### config.mk
export PLATFORM = sky130hd
export DESIGN_NAME = vec4_serializer
export DESIGN_NICKNAME = d
export VERILOG_FILES = /design/src/rtl/vec4_serializer.sv
export SDC_FILE = /design/constraint.sdc
export NUM_CORES = 1
export LEC_CHECK = 0
export CAP_MARGIN = 20
export CORE_MARGIN = 2
export CORE_UTILIZATION = 45
export CTS_CLUSTER_DIAMETER = 40
export DETAILED_ROUTE_END_ITERATION = 10
export GPL_ROUTABILITY_DRIVEN = 1
export PLACE_DENSITY = 0.81
export SLEW_MARGIN = 10
export SYNTH_ARGS = -nofsm -noshare
export SYNTH_HDL_FRONTEND = slang
export SYNTH_SLANG_ARGS = --single-unit
### constraint.sdc
create_clock -name clock -period 1.7 [get_ports clock]
set_input_delay 0.34 -clock clock [delete_from_list [all_inputs] [get_ports clock]]
set_output_delay 0.34 -clock clock [all_outputs]
set_load 0.02 [all_outputs]
### src/rtl/vec4_serializer.sv
// Serializes one 4-lane vector of 32-bit words into one word per enabled cycle, lane 0 first.
// Latency: lane 0 appears the cycle after the vector is accepted; one word per cycle after that.
// Backpressure: out_ready low freezes the current word; a new vector is accepted only in IDLE or as lane 3 leaves.
module vec4_serializer #(
    parameter int WIDTH = 32,
    parameter int LANES = 4
) (
    input  logic                   clock,
    input  logic                   aclr_n,
    input  logic                   clk_en,
    input  logic                   in_valid,
    output logic                   in_ready,
    input  logic [WIDTH*LANES-1:0] in_data,
    output logic                   out_valid,
    input  logic                   out_ready,
    output logic [WIDTH-1:0]       out_data,
    output logic [1:0]             out_index,
    output logic                   out_first,
    output logic                   out_last
);
    localparam logic [1:0] LAST_IDX = 2'(LANES - 1);

    typedef enum logic {IDLE, SEND} state_t;

    state_t                 state, state_nxt;
    logic [WIDTH*LANES-1:0] hold, hold_nxt;
    logic [1:0]             idx, idx_nxt;
    logic                   in_xfer, out_xfer;

    // Reload is only offered while the final lane is leaving, so no vector is ever overwritten early.
    assign in_ready  = aclr_n & ((state == IDLE) |
                                 ((state == SEND) & (idx == LAST_IDX) & out_ready));
    assign in_xfer   = in_valid & in_ready & clk_en;
    assign out_xfer  = out_valid & out_ready & clk_en;

    assign out_valid = (state == SEND);
    assign out_data  = hold[WIDTH*idx +: WIDTH];
    assign out_index = idx;
    assign out_first = out_valid & (idx == 2'd0);
    assign out_last  = out_valid & (idx == LAST_IDX);

    always_comb begin
        state_nxt = state;
        hold_nxt  = hold;
        idx_nxt   = idx;
        case (state)
            IDLE: begin
                if (in_xfer) begin
                    hold_nxt  = in_data;
                    idx_nxt   = 2'd0;
                    state_nxt = SEND;
                end
            end
            SEND: begin
                if (out_xfer) begin
                    if (idx != LAST_IDX) begin
                        idx_nxt = idx + 2'd1;
                    end else if (in_xfer) begin
                        hold_nxt = in_data;
                        idx_nxt  = 2'd0;
                    end else begin
                        state_nxt = IDLE;
                    end
                end
            end
            default: state_nxt = IDLE;
        endcase
    end

    always_ff @(posedge clock or negedge aclr_n) begin
        if (!aclr_n) begin
            state <= IDLE;
            hold  <= '0;
            idx   <= 2'd0;
        end else if (clk_en) begin
            state <= state_nxt;
            hold  <= hold_nxt;
            idx   <= idx_nxt;
        end
    end
endmodule

==> key figures <==
Run status
  • Outcome: finished with violations
  • Failing checks: negative setup slack

Worst setup path
  • Critical Path RT: 1.36 ns
  • CP max stage delay: 0.54 ns
  • R2r setup slk: -0.39 ns
  • Worst path slowest cell: mux4_2
  • CP Capture Type: primary output
  • Critical Path Start: out_index[0]
  • CP arrival: roughly 1.8 ns
  • CP cell instances: buf_12, buf_12, mux4_2, buf_6
  • FF-to-FF Start: out_index[0]
  • Crit Path Max Fanout: 8
  • WS Path Type: reg2out
  • Most Frequent Cell on Critical Path: buf_12
  • CP Launch Type: flip-flop

Place
  • Gpl congestion: approximately 0.77
  • Dpl cells: between 700 and 800
  • Post-DP Area: 0.00848 sq mm
  • Input/output buffers: 170
  • Detailed-placement wirelength estimate: 9.90 mm

Die
  • Row Count: 43
  • Die width: 123 um
  • I/O pins: 171
  • Die Ht: around 120 um
  • Core region area: 0.0138 sq mm
  • DIE AREA: 0.0151 sq mm
  • Initial Util: 0.459

Finish
  • Commonest non-fill, non-tap cell in the layout: clkdlybuf4s50_1
  • Share of cells above drive strength 1: 0.535
  • Finished Layout Cells: a little under 800
  • Commonest cells after routing, fill and taps aside: clkdlybuf4s50_1 (131), dfrtp_1 (129), mux2_4 (128)
  • Synth-to-Final Area Change: 52.7%
  • Fin util: 0.700
  • Fillers: ~880
  • # nets final: between 700 and 800
  • Final Cell Area: 0.00969 sq mm
  • ANT cells: 0

Synth
  • Yosys Warn Count: 0
  • Yosys cell types: 22
  • Syn avg cell area: ~19 sq um
  • Top cell type's share of synthesized area: 0.517
  • Synthesized area: ~0.0063 sq mm
  • Synth area leaders: dfrtp_1 (52%), mux2_4 (28%), mux4_2 (11%)
  • Cell count after synthesis: about 330
  • Synth Register Bits: 131
  • Sequential share of the synthesized area: 0.517
  • Area leader, netlist: dfrtp_1
  • Syn nets: 468

Power
  • Pwr dens: 1860 mW/mm^2
  • Clock network fraction of total power: 0.201
  • Comb power frac: 0.486
  • Final total power: 0.0180 W
  • Sw power: between 0.005 and 0.006 W
  • Cell-internal power: 0.0126 W
  • Switching share of total power: 0.300
  • Pleak: 4.30 nW
  • Register share of total power: 0.312
  • Worst vdd ir: 1.22 mV

Route
  • Wirelength per Cell: approximately 21 um
  • DR pass1 iterations: 4
  • DRT antenna net count: 0
  • DR vias/cell: 5.10
  • # DRC: 0
  • Starting DRT DRC Count: 205
  • Total wire length: ~16 mm
  • Via count: approximately 4000

Timing
  • Setup ws final: -0.464 ns
  • Fin crit period: 2.16 ns
  • RSZ-0062 raised after global routing: yes
  • Final critical-path share of the clock period: 1.27
  • Achievable Freq: 462 MHz
  • Clock skew: 0.00923 ns
  • Worst slew margin: 0.353
  • Final setup viols: between 150 and 200
  • Final max-slew violation count: 0
  • Actual slew at the worst max-slew pin: 0.971 ns
  • Final Hold Fails: 0

Min path
  • Worst hold path class: in2async

CTS
  • Clock Latency Late Sink: 0.42 ns
  • H-Tree Depth: 4
  • Clock sink total: 131
  • TritonCTS Buffers: 17
  • Clock Path Buffers: 2
  • CTS tree: built
  • Root buf cell: clkbuf_16
  • CTS clk-pin slew, worst paths: ~0.06 ns

Run
  • Max-cap violations: 0

Global route
  • First-pass GRT wire length: ~24 mm
  • Total GRT Usage: 0.211
  • Initial antenna violation count: 0
  • Vias in the first global route: approximately 4400
  • Largest net degree at the start of global routing: 76
  • Grt total ovfl: 0
## worst max-delay path, delay by kind of cell (launching register included)
family	cells	cell delay (ns)
buffers and inverters	3	0.44
DFF	1	0.42
muxes	1	0.54
## flip-flops by register name, indices dropped and copies added, names as in the netlist
register   cells
hold         128
out_index      2
out_valid      1
## cell type report
class                   instances  area, sq um  area share
well taps                     180          225      0.0233
inverters                       4         15.0     0.00155
clock buffers                  21          480      0.0496
flip-flops and latches        131         3280       0.339
multi-input cells             176         2790       0.288
repair buffers                251         2790       0.288
clock inverters                10          106      0.0110
## layer usage
metal,track usage,wire (um),vias up
met1,0.265,6720,2042
met3,0.0664,886,32
met5,0,0,-
li1,-,-,1734
met2,0.342,8230,131
met4,0.0826,374,0
## through the flow
stage | setup WS [ns] | TNS, ns | hold WS, ns
5_1_grt | -0.514 | -65.32 | 0.145
6_report | -0.464 | -55.74 | 0.100
3_3_place_gp | -0.361 | -45.21 | 0.486
2_1_floorplan | -0.0234 | -0.604 | 0.0444
4_1_cts | -0.435 | -36.21 | 0.104
3_5_place_dp | -0.388 | -47.14 | 0.489
## cell usage after synthesis, drive strengths merged
library cell,count
dfrtp,131
mux2,128
mux4,32
buf,20
inv,4
and2,3
clkbuf,2
ha,2
nand3,2
a21boi,1
and2b,1
and3,1
mux2i,1
nor2,1
nor2b,1
o21ai,1
o221a,1
o22ai,1
## power groups by stage
stage / logic (W) / clock network, W / registers, W
floorplan: 0.00512 / 0 / 0.00526
global placement: 0.00782 / 0 / 0.00552
detailed placement: 0.00801 / 0 / 0.00556
CTS: 0.00862 / 0.00367 / 0.00558
global route: 0.00921 / 0.00382 / 0.00579
finish: 0.00874 / 0.00362 / 0.00562
## path summary, 6_finish.rpt
check                          endpoint  depth (start not counted)
max reg2reg                    hold[42]                         10
max                        out_data[30]                          4
min reg2reg                    hold[84]                          1
min                            hold[94]                          2
max in group asynchronous      hold[80]                          2
min in group clock            out_valid                          3
## what timing repair did
action	CTS	global route
gates resized for setup	233	38
hold buffers	0	0
setup endpoints to repair	166	165
setup buffers	7	12
pin swaps	1	2
cloned	7	8
## cells by family after synthesis
kind of cell	share of synthesized area
AOI/OAI and AO/OA	0.00533
adders and majority gates	0.00394
muxes	0.413
DFF	0.517
buffers and inverters	0.0519
and+or+nand+nor	0.00868
Note: power is estimated with default switching activity, not from simulation.
